[config.mk]
export PLATFORM = sky130hd
export DESIGN_NAME = spi_host_master
export DESIGN_NICKNAME = d
export VERILOG_FILES = /design/src/rtl/spi_host_master.sv
export SDC_FILE = /design/constraint.sdc
export NUM_CORES = 1
export LEC_CHECK = 0
export CAP_MARGIN = 40
export CORE_UTILIZATION = 50
export DETAILED_ROUTE_END_ITERATION = 7
export GPL_ROUTABILITY_DRIVEN = 0
export PLACE_DENSITY = 0.8
export RECOVER_POWER = 100
export SYNTH_ARGS = -nofsm -noshare
export SYNTH_HDL_FRONTEND = slang
export SYNTH_SLANG_ARGS = --single-unit
[constraint.sdc]
create_clock -name clk -period 2.87 [get_ports clk]
set_input_delay 0.4305 -clock clk [delete_from_list [all_inputs] [get_ports clk]]
set_output_delay 0.4305 -clock clk [all_outputs]
set_load 0.02 [all_outputs]
[src/rtl/spi_host_master.sv]
// Mode-0 SPI flash-style host: opcode, address, optional dummy and data phases on one or four lanes.
// Commands are taken only when idle; write bytes are pulled one per handshake; read bytes are pushed without backpressure.
module spi_host_master #(
  parameter int CLK_DIV      = 2,
  parameter int DUMMY_CYCLES = 8
) (
  input  logic        clk,
  input  logic        reset,
  input  logic        cmd_valid,
  output logic        cmd_ready,
  input  logic [7:0]  cmd_opcode,
  input  logic [23:0] cmd_addr,
  input  logic [15:0] cmd_len,
  input  logic        cmd_read,
  input  logic        cmd_quad,
  input  logic        cmd_cs_sel,
  input  logic [7:0]  wr_data,
  input  logic        wr_valid,
  output logic        wr_ready,
  output logic [7:0]  rd_data,
  output logic        rd_valid,
  output logic        done,
  output logic        spi_cs0,
  output logic        spi_cs1,
  output logic        spi_sclk,
  output logic [3:0]  io_out,
  output logic [3:0]  io_oe,
  input  logic [3:0]  io_in
);

  localparam logic [2:0] IDLE     = 3'd0;
  localparam logic [2:0] CS_SETUP = 3'd1;
  localparam logic [2:0] OPCODE   = 3'd2;
  localparam logic [2:0] ADDR     = 3'd3;
  localparam logic [2:0] DUMMY    = 3'd4;
  localparam logic [2:0] DATA     = 3'd5;
  localparam logic [2:0] CS_HOLD  = 3'd6;

  localparam logic [7:0] DIV_LAST   = 8'(CLK_DIV - 1);
  localparam logic [4:0] DUMMY_LAST = 5'(DUMMY_CYCLES - 1);

  logic [2:0]  state_q, state_d;
  logic [7:0]  div_q, div_d;
  logic        sclk_q, sclk_d;
  logic [4:0]  cnt_q, cnt_d;
  logic [15:0] len_q, len_d;
  logic [23:0] addr_q, addr_d;
  logic [23:0] sh_q, sh_d;
  logic [7:0]  rx_q, rx_d;
  logic        read_q, read_d;
  logic        quad_q, quad_d;
  logic        lane4_q, lane4_d;
  logic        need_q, need_d;
  logic [1:0]  cs_q, cs_d;
  logic [3:0]  oe_q, oe_d;
  logic [7:0]  rd_data_q, rd_data_d;
  logic        rd_valid_q, rd_valid_d;
  logic        done_q, done_d;

  logic        phase_end;
  logic [7:0]  rx_next;

  assign phase_end = (div_q == DIV_LAST);
  assign cmd_ready = (state_q == IDLE) && !done_q;
  assign wr_ready  = need_q;
  assign rd_data   = rd_data_q;
  assign rd_valid  = rd_valid_q;
  assign done      = done_q;
  assign spi_cs0   = cs_q[0];
  assign spi_cs1   = cs_q[1];
  assign spi_sclk  = sclk_q;
  assign io_oe     = oe_q;
  assign io_out    = oe_q & (lane4_q ? sh_q[23:20] : {3'b000, sh_q[23]});

  always_comb begin
    state_d    = state_q;
    div_d      = phase_end ? 8'd0 : div_q + 8'd1;
    sclk_d     = sclk_q;
    cnt_d      = cnt_q;
    len_d      = len_q;
    addr_d     = addr_q;
    sh_d       = sh_q;
    rx_d       = rx_q;
    read_d     = read_q;
    quad_d     = quad_q;
    lane4_d    = lane4_q;
    need_d     = need_q;
    cs_d       = cs_q;
    oe_d       = oe_q;
    rd_data_d  = rd_data_q;
    rd_valid_d = 1'b0;
    done_d     = 1'b0;
    rx_next    = lane4_q ? {rx_q[3:0], io_in} : {rx_q[6:0], io_in[1]};

    case (state_q)
      IDLE: begin
        div_d = '0;
        if (cmd_valid && cmd_ready) begin
          len_d   = cmd_len;
          addr_d  = cmd_addr;
          read_d  = cmd_read;
          quad_d  = cmd_quad;
          lane4_d = 1'b0;
          sh_d    = {cmd_opcode, 16'h0000};
          oe_d    = 4'b0001;
          cs_d    = cmd_cs_sel ? 2'b01 : 2'b10;
          state_d = CS_SETUP;
        end
      end
      CS_SETUP: begin
        if (phase_end) begin
          sclk_d  = 1'b1;
          cnt_d   = 5'd7;
          state_d = OPCODE;
        end
      end
      OPCODE, ADDR, DUMMY, DATA: begin
        if (need_q) begin
          // Write underflow: sclk parks low until the next byte arrives.
          div_d = '0;
          if (wr_valid) begin
            sh_d   = {wr_data, 16'h0000};
            need_d = 1'b0;
          end
        end else if (phase_end) begin
          sclk_d = ~sclk_q;
          if (!sclk_q) begin
            if (state_q == DATA && read_q) begin
              rx_d = rx_next;
              if (cnt_q == '0) begin
                rd_data_d  = rx_next;
                rd_valid_d = 1'b1;
              end
            end
          end else if (cnt_q != '0) begin
            cnt_d = cnt_q - 5'd1;
            sh_d  = lane4_q ? {sh_q[19:0], 4'h0} : {sh_q[22:0], 1'b0};
          end else begin
            case (state_q)
              OPCODE: begin
                state_d = ADDR;
                sh_d    = addr_q;
                lane4_d = quad_q;
                oe_d    = quad_q ? 4'b1111 : 4'b0001;
                cnt_d   = quad_q ? 5'd5 : 5'd23;
              end
              DATA: begin
                len_d = len_q - 16'd1;
                cnt_d = quad_q ? 5'd1 : 5'd7;
                if (len_q == 16'd1) begin
                  state_d = CS_HOLD;
                  oe_d    = 4'b0000;
                end else if (!read_q) begin
                  need_d = 1'b1;
                  sh_d   = '0;
                end
              end
              default: begin
                if (state_q == ADDR && read_q && DUMMY_CYCLES != 0) begin
                  state_d = DUMMY;
                  oe_d    = 4'b0000;
                  cnt_d   = DUMMY_LAST;
                end else if (len_q == 16'd0) begin
                  state_d = CS_HOLD;
                  oe_d    = 4'b0000;
                end else begin
                  state_d = DATA;
                  lane4_d = quad_q;
                  cnt_d   = quad_q ? 5'd1 : 5'd7;
                  sh_d    = '0;
                  oe_d    = read_q ? 4'b0000 : (quad_q ? 4'b1111 : 4'b0001);
                  need_d  = !read_q;
                end
              end
            endcase
          end
        end
      end
      CS_HOLD: begin
        if (phase_end) begin
          cs_d    = 2'b11;
          done_d  = 1'b1;
          state_d = IDLE;
        end
      end
      default: state_d = IDLE;
    endcase
  end

  always_ff @(posedge clk) begin
    if (reset) begin
      state_q    <= IDLE;
      div_q      <= '0;
      sclk_q     <= 1'b0;
      cnt_q      <= '0;
      len_q      <= '0;
      addr_q     <= '0;
      sh_q       <= '0;
      rx_q       <= '0;
      read_q     <= 1'b0;
      quad_q     <= 1'b0;
      lane4_q    <= 1'b0;
      need_q     <= 1'b0;
      cs_q       <= 2'b11;
      oe_q       <= '0;
      rd_data_q  <= '0;
      rd_valid_q <= 1'b0;
      done_q     <= 1'b0;
    end else begin
      state_q    <= state_d;
      div_q      <= div_d;
      sclk_q     <= sclk_d;
      cnt_q      <= cnt_d;
      len_q      <= len_d;
      addr_q     <= addr_d;
      sh_q       <= sh_d;
      rx_q       <= rx_d;
      read_q     <= read_d;
      quad_q     <= quad_d;
      lane4_q    <= lane4_d;
      need_q     <= need_d;
      cs_q       <= cs_d;
      oe_q       <= oe_d;
      rd_data_q  <= rd_data_d;
      rd_valid_q <= rd_valid_d;
      done_q     <= done_d;
    end
  end

endmodule

==> results of run 1 <==
## layout by cell type (no fill, tap or decap), types with 3 or more instances in the layout
| cell | count |
|---|---|
| mux2i_1 | 31 |
| a211oi_1 | 11 |
| o21ai_0 | 36 |
| nor3_1 | 19 |
| a31oi_1 | 6 |
| nand2_1 | 91 |
| a21oi_1 | 87 |
| or2_2 | 3 |
| nor2_1 | 78 |
| a22oi_1 | 6 |
| nand2b_1 | 12 |
| nand4_1 | 4 |
| nor2b_1 | 4 |
| o21bai_1 | 3 |
| xor2_1 | 4 |
| a32oi_1 | 4 |
| inv_1 | 11 |
| a2bb2oi_1 | 3 |
| dfxtp_1 | 105 |
| clkbuf_2 | 4 |
| nor4_1 | 4 |
| dlygate4sd3_1 | 23 |
| ha_1 | 6 |
| xnor2_1 | 3 |
| or3_1 | 4 |
| o31ai_1 | 28 |
| nand3_1 | 12 |
| buf_4 | 11 |
| clkbuf_8 | 11 |
| clkdlybuf4s50_1 | 65 |
| o41ai_1 | 4 |
| and3_1 | 8 |
| nand3b_1 | 26 |
| nor4b_1 | 3 |
## worst max-delay path by stage
| stage | slack, ns | cells after the start | end |
|---|---|---|---|
| after floorplan | 0.78 | 11 | sh_q[0] |
| after CTS | 0.34 | 9 | sh_q[13] |
| after global placement | 0.36 | 7 | sh_q[3] |
| after global routing | 0.07 | 9 | sh_q[12] |
| final | 0.23 | 6 | sh_q[13] |
| after detailed placement | 0.25 | 7 | sh_q[13] |
## cell type report
| cell class | count | area [sq um] |
|---|---|---|
| fillers | 965 | 4179 |
| multi-input cells | 536 | 3172 |
| flip-flops and latches | 106 | 2123 |
| repair buffers | 105 | 996.0 |
| well taps | 140 | 175.2 |
| clock buffers | 12 | 155.1 |
| clock inverters | 3 | 46.29 |
| inverters | 11 | 41.29 |
## Yosys cell counts, types with 12 or more instances
master,n,area (sq um)
a21oi_1,87,435.4
clkbuf_1,37,138.9
dfxtp_1,106,2122
mux2i_1,31,310.3
nand2_1,91,341.6
nand2b_1,12,75.07
nand3_1,12,60.06
nand3b_1,26,195.2
nor2_1,78,292.8
nor3_1,19,95.09
o21ai_0,35,175.2
o31ai_1,28,210.2
## worst min-delay path: stages (launching register included)
cell	delay, ns
dfxtp_1	0.32
nand2_1	0.05
a21oi_1	0.05
## report_power, final
| part | total, mW | internal (mW) | switching (mW) |
|---|---|---|---|
| combinational | 2.48 | 0.943 | 1.54 |
| sequential | 2.07 | 1.74 | 0.331 |
| clock | 0.942 | 0.450 | 0.492 |
## per-layer routing
layer | track usage | vias to the layer above | routed length, microns
li1 | - | 2651 | -
met1 | 0.3220 | 2563 | 6336
met3 | 0.05184 | 18 | 878
met2 | 0.4213 | 181 | 7004
met5 | 0 | - | 0
met4 | 0.07534 | 0 | 204
## logic make-up after synthesis
| kind of cell | Yosys count | synth area share |
|---|---|---|
| flops | 106 | 0.3774 |
| simple gates | 284 | 0.2532 |
| compound gates | 208 | 0.2294 |
| fa+ha+maj | 6 | 0.01335 |
| xor+xnor | 7 | 0.01090 |
| buf+inv | 72 | 0.06052 |
| mux | 31 | 0.05519 |
## sequential cells by signal (all words and copies together) (netlist names)
register and cells:
done 1, spi_sclk 1, rx_q 7, div_q 8
read_q 1, cnt_q 5, sh_q 24, quad_q 1
len_q 16, state_q 3, cs_q 2, rd_valid 1
rd_data 8, wr_ready 1, io_oe 2, addr_q 24
lane4_q 1
## metrics by stage
step / setup WS [ns] / instance area [sq um] / hold WS [ns] / utilization / std cells
floorplan: 0.7783 / 5623 / 0.4360 / - / 714
global placement: 0.3567 / 6531 / 0.4460 / 0.5999 / 898
detailed placement: 0.2462 / 6531 / 0.4502 / 0.5999 / 898
CTS: 0.3448 / 6733 / 0.4639 / 0.6184 / 913
global route: 0.06941 / 6709 / 0.4844 / 0.6162 / 913
finish: 0.2269 / 6709 / 0.4613 / 0.6162 / 913
==> impl_metrics.json, run 1 <==
{
  "r2r_start": "state_q[2]",
  "antenna_left": 0,
  "die_height_microns": 108.0,
  "insertion_delay_ns": 0.37,
  "first_global_vias": 5032,
  "critPathKind": "flip-flop to flip-flop",
  "fin_crit_ns": 2.643,
  "die_w_microns": 108.0,
  "wl_per_cell_microns": 15.80,
  "status": "completed",
  "cts_tree": "built",
  "ys_async_sr_fraction": 0,
  "cap_violations": 0,
  "grt_overflow": 0,
  "drc": 0,
  "cts.hold.buffers_added": 0,
  "synth_area_sq_um": 5623,
  "maxSlewViolCount": 0,
  "grt_pass1_wl_mm": 23.32,
  "startpoint_type": "flip-flop",
  "rsz0062_at_grt": "no",
  "critPathSlowestCell": "dfxtp_1",
  "yosysWarnings": 0,
  "max-slew-margin-rel": 0.5592,
  "reg2reg_depth": 6,
  "cts_sinks": 106,
  "grt_max_degree": 70,
  "critical-path-top-delay-family": "compound AO/OA/AOI/OAI gates",
  "htreeDepth": 3,
  "hold_path.class": "flip-flop to flip-flop",
  "dr.pass1.iters": 6,
  "layout.nets": 842,
  "post_cts_buffers": 0,
  "tns_ns": 0,
  "cts-buffers-inserted": 9,
  "path_buf_inv": 1,
  "synth-seq-area-share": 0.3774,
  "synth_nets": 787,
  "cpPeakStageDelay_ns": 0.71,
  "finalSetupViolations": 0,
  "antenna_cells": 0,
  "synthCells": 714,
  "whs_endpoint": "addr_q[15]",
  "r2r_setup_slack_ns": 0.23,
  "vias": 5413,
  "grt_use_total": 0.2507,
  "ys_seq_elements": 106,
  "dieArea_sq_um": 11670,
  "start_util": 0.5164,
  "cts_resized": 0,
  "clock_skew_ns": 0.01256,
  "drt_iter0_markers": 439,
  "antenna_found_initial": 0,
  "io_pins": 90,
  "place_hpwl_mm": 10.10,
  "tightest_slew_ns": 0.6603,
  "clk_pin_slew_ns": 0.10,
  "yosys_most_used_dff": "dfxtp_1",
  "vdd_ir_drop_max_uv": 489.6,
  "endpoint_kind": "flip-flop",
  "holdPathStages": 2,
  "root_buffer": "clkbuf_8",
  "wl_mm": 14.42,
  "syn_avg_cell_area_sq_um": 7.875,
  "coreArea_sq_um": 10890,
  "hold_start": "addr_q[15]",
  "clockBufferDepth": 2,
  "arrival_ns": 2.92,
  "synth_edf_count": 0,
  "crit_fanout": 47,
  "numPortBuffers": 89,
  "synth_cell_types": 61,
  "total_leakage_power_nw": 2.316,
  "crit_chain": "or2_2, o21ai_0, a211oi_1, o31ai_4, clkbuf_4, o31ai_1",
  "clock.fmax_mhz": 378.3,
  "p_total_mw": 5.499,
  "post-route-period-util": 0.9209,
  "avgViaCountPerCell": 5.929,
  "required_ns": 3.14,
  "crit_path_start": "state_q[2]",
  "num_rows": 38,
  "power.density_nw_per_um2": 819.6,
  "hold_viol_final": 0,
  "drive_gt1_frac": 0.05951,
  "area_growth_syn_to_layout_pct": 19.31,
  "worstReg2RegEnd": "sh_q[13]"
}
No activity file was read; power rests on OpenSTA's default activity.
==> run 2: changes to the inputs <==
--- a/config.mk
+++ b/config.mk
@@ -8,8 +8,9 @@
 export CAP_MARGIN = 40
 export CORE_UTILIZATION = 50
 export DETAILED_ROUTE_END_ITERATION = 7
+export DONT_BUFFER_PORTS = 1
 export GPL_ROUTABILITY_DRIVEN = 0
-export PLACE_DENSITY = 0.8
+export PLACE_DENSITY = 0.7
 export RECOVER_POWER = 100
 export SYNTH_ARGS = -nofsm -noshare
 export SYNTH_HDL_FRONTEND = slang
==> run 2 against run 1 <==
Compared with the run above:
- critical endpoint is now io_out[0]
- count of clock-buffer cells in the layout fell by 1
- combinational power shrank 4%
- design area fell by 13%
- setup slack better by 0.092 ns
- power down 3.0%
- largest power group unchanged
- die area stayed put
- cell count decreased by 9.4%
- critical path depth fell by 4
- wire length decreased by 4.3%
- global-route usage is 0.92 points lower
- utilization fell by 8.1 points
- non-clock buffer count decreased by 88
==> impl_metrics.json, run 2 (synthesis gave the netlist of run 1 again) <==
{
  "status": "completed",
  "hold_path.class": "input pin to flip-flop",
  "grt_pass1_wl_mm": 22.17,
  "required_ns": 2.44,
  "insertion_delay_ns": 0.39,
  "clock.fmax_mhz": 392.0,
  "cpPeakStageDelay_ns": 1.09,
  "startpoint_type": "flip-flop",
  "io_pins": 90,
  "vdd_ir_drop_max_uv": 434.9,
  "cts_tree": "built",
  "cap_violations": 0,
  "tightest_slew_ns": 1.152,
  "vias": 5054,
  "nFillCells": 1065,
  "total_leakage_power_nw": 1.905,
  "grt_max_degree": 113,
  "power.density_nw_per_um2": 915.5,
  "maxSlewViolCount": 0,
  "seq_area_sq_um": 2122,
  "layout.nets": 754,
  "area_growth_syn_to_layout_pct": 3.605,
  "crit_fanout": 22,
  "max-slew-margin-rel": 0.2310,
  "first_global_vias": 4644,
  "avgViaCountPerCell": 6.111,
  "seqPwrFrac": 0.387,
  "critPathKind": "flip-flop to output pin",
  "dieArea_sq_um": 11670,
  "cts_resized": 0,
  "drt_iter0_markers": 425,
  "critPathSlowestCell": "dfxtp_1",
  "hold_viol_final": 0,
  "wl_per_cell_microns": 16.68,
  "numPortBuffers": 0,
  "drive_gt1_frac": 0.06414,
  "wl_mm": 13.80,
  "die_height_microns": 108.0,
  "cts-buffers-inserted": 9,
  "start_util": 0.5164,
  "most-common-layout-cells": "dfxtp_1 (106), nand2_1 (91), a21oi_1 (87)",
  "endpoint_kind": "output pin",
  "htreeDepth": 3,
  "die_w_microns": 108.0,
  "antenna_found_initial": 1,
  "top_regs": "addr_q x24, sh_q x24, len_q x16",
  "root_buffer": "clkbuf_8",
  "finalSetupViolations": 0,
  "post-route-period-util": 0.8889,
  "num_rows": 38,
  "clkPwrFrac": 0.164,
  "post_cts_buffers": 0,
  "clockBufferDepth": 2,
  "fin_ws_ns": 0.3187,
  "multi_input_area_sq_um": 3179,
  "arrival_ns": 2.12,
  "drc": 0,
  "clock_skew_ns": 0.01342,
  "final_common_cell": "dfxtp_1",
  "grt_overflow": 0,
  "dr.pass1.iters": 6,
  "tns_ns": 0,
  "rsz0062_at_grt": "no",
  "post-place-ws_ns": 0.5377,
  "cts_sinks": 106,
  "clk_pin_slew_ns": 0.09,
  "fin_crit_ns": 2.551,
  "combPwrFrac": 0.449,
  "finalInstanceArea_sq_um": 5826,
  "grt_use_total": 0.2415,
  "coreArea_sq_um": 10890,
  "placed_area_sq_um": 5665,
  "switching_power_mw": 2.380,
  "power_switching_share": 0.4462,
  "place_hpwl_mm": 9.462,
  "crit_chain": "mux2i_1, nor2_1",
  "cellInternalPower_mw": 2.953,
  "cts.hold.buffers_added": 0,
  "antenna_left": 0
}
[run 2: cell type report]
cell class | count | share of cell area
multi-input combinational | 536 | 0.5457
sequential | 106 | 0.3643
tap | 140 | 0.03007
clock buffer | 11 | 0.02427
timing repair buffer | 17 | 0.02169
inverter | 11 | 0.007088
clock inverter | 5 | 0.006443
antenna | 1 | 0.0004296
[run 2: path summary, 6_finish.rpt]
check | slack, ns | to | cells past startpoint | start
min | 0.11 | wr_ready | 1 | reset
max reg2reg | 0.40 | cnt_q[2] | 7 | div_q[0]
max | 0.32 | io_out[0] | 2 | lane4_q
min reg2reg | 0.46 | addr_q[12] | 2 | addr_q[12]
[run 2: stage by stage]
stage	total power [mW]	instances	utilization	hold WS, ns
3_3_place_gp	4.395	810	0.5203	0.4414
5_1_grt	5.743	826	0.5348	0.08191
6_report	5.333	827	0.5350	0.1059
2_1_floorplan	3.937	714	-	0.4360
4_1_cts	5.346	826	0.5368	0.07683
3_5_place_dp	4.464	810	0.5203	0.4426
[run 2: per-layer routing]
| metal | vias up | routed length (microns) | track usage | share of wire |
|---|---|---|---|---|
| met3 | 19 | 1030 | 0.07715 | 0.075 |
| met5 | - | 0 | 0 | 0 |
| met2 | 181 | 6416 | 0.3917 | 0.47 |
| li1 | 2485 | - | - | - |
| met1 | 2369 | 6096 | 0.2990 | 0.44 |
| met4 | 0 | 253 | 0.08708 | 0.018 |
[run 2: critical path: cells and delay by family, from the launching register on]
kind | cells | cell delay [ns]
simple gates | 1 | 0.46
mux | 1 | 0.19
flops | 1 | 1.09
[run 2: power by group through the flow]
| stage | registers, mW | clock network, mW | logic [mW] |
|---|---|---|---|
| floorplan | 1.97 | 0 | 1.97 |
| global placement | 2.08 | 0 | 2.31 |
| detailed placement | 2.09 | 0 | 2.37 |
| CTS | 2.06 | 0.902 | 2.38 |
| global route | 2.10 | 0.956 | 2.68 |
| finish | 2.07 | 0.873 | 2.39 |
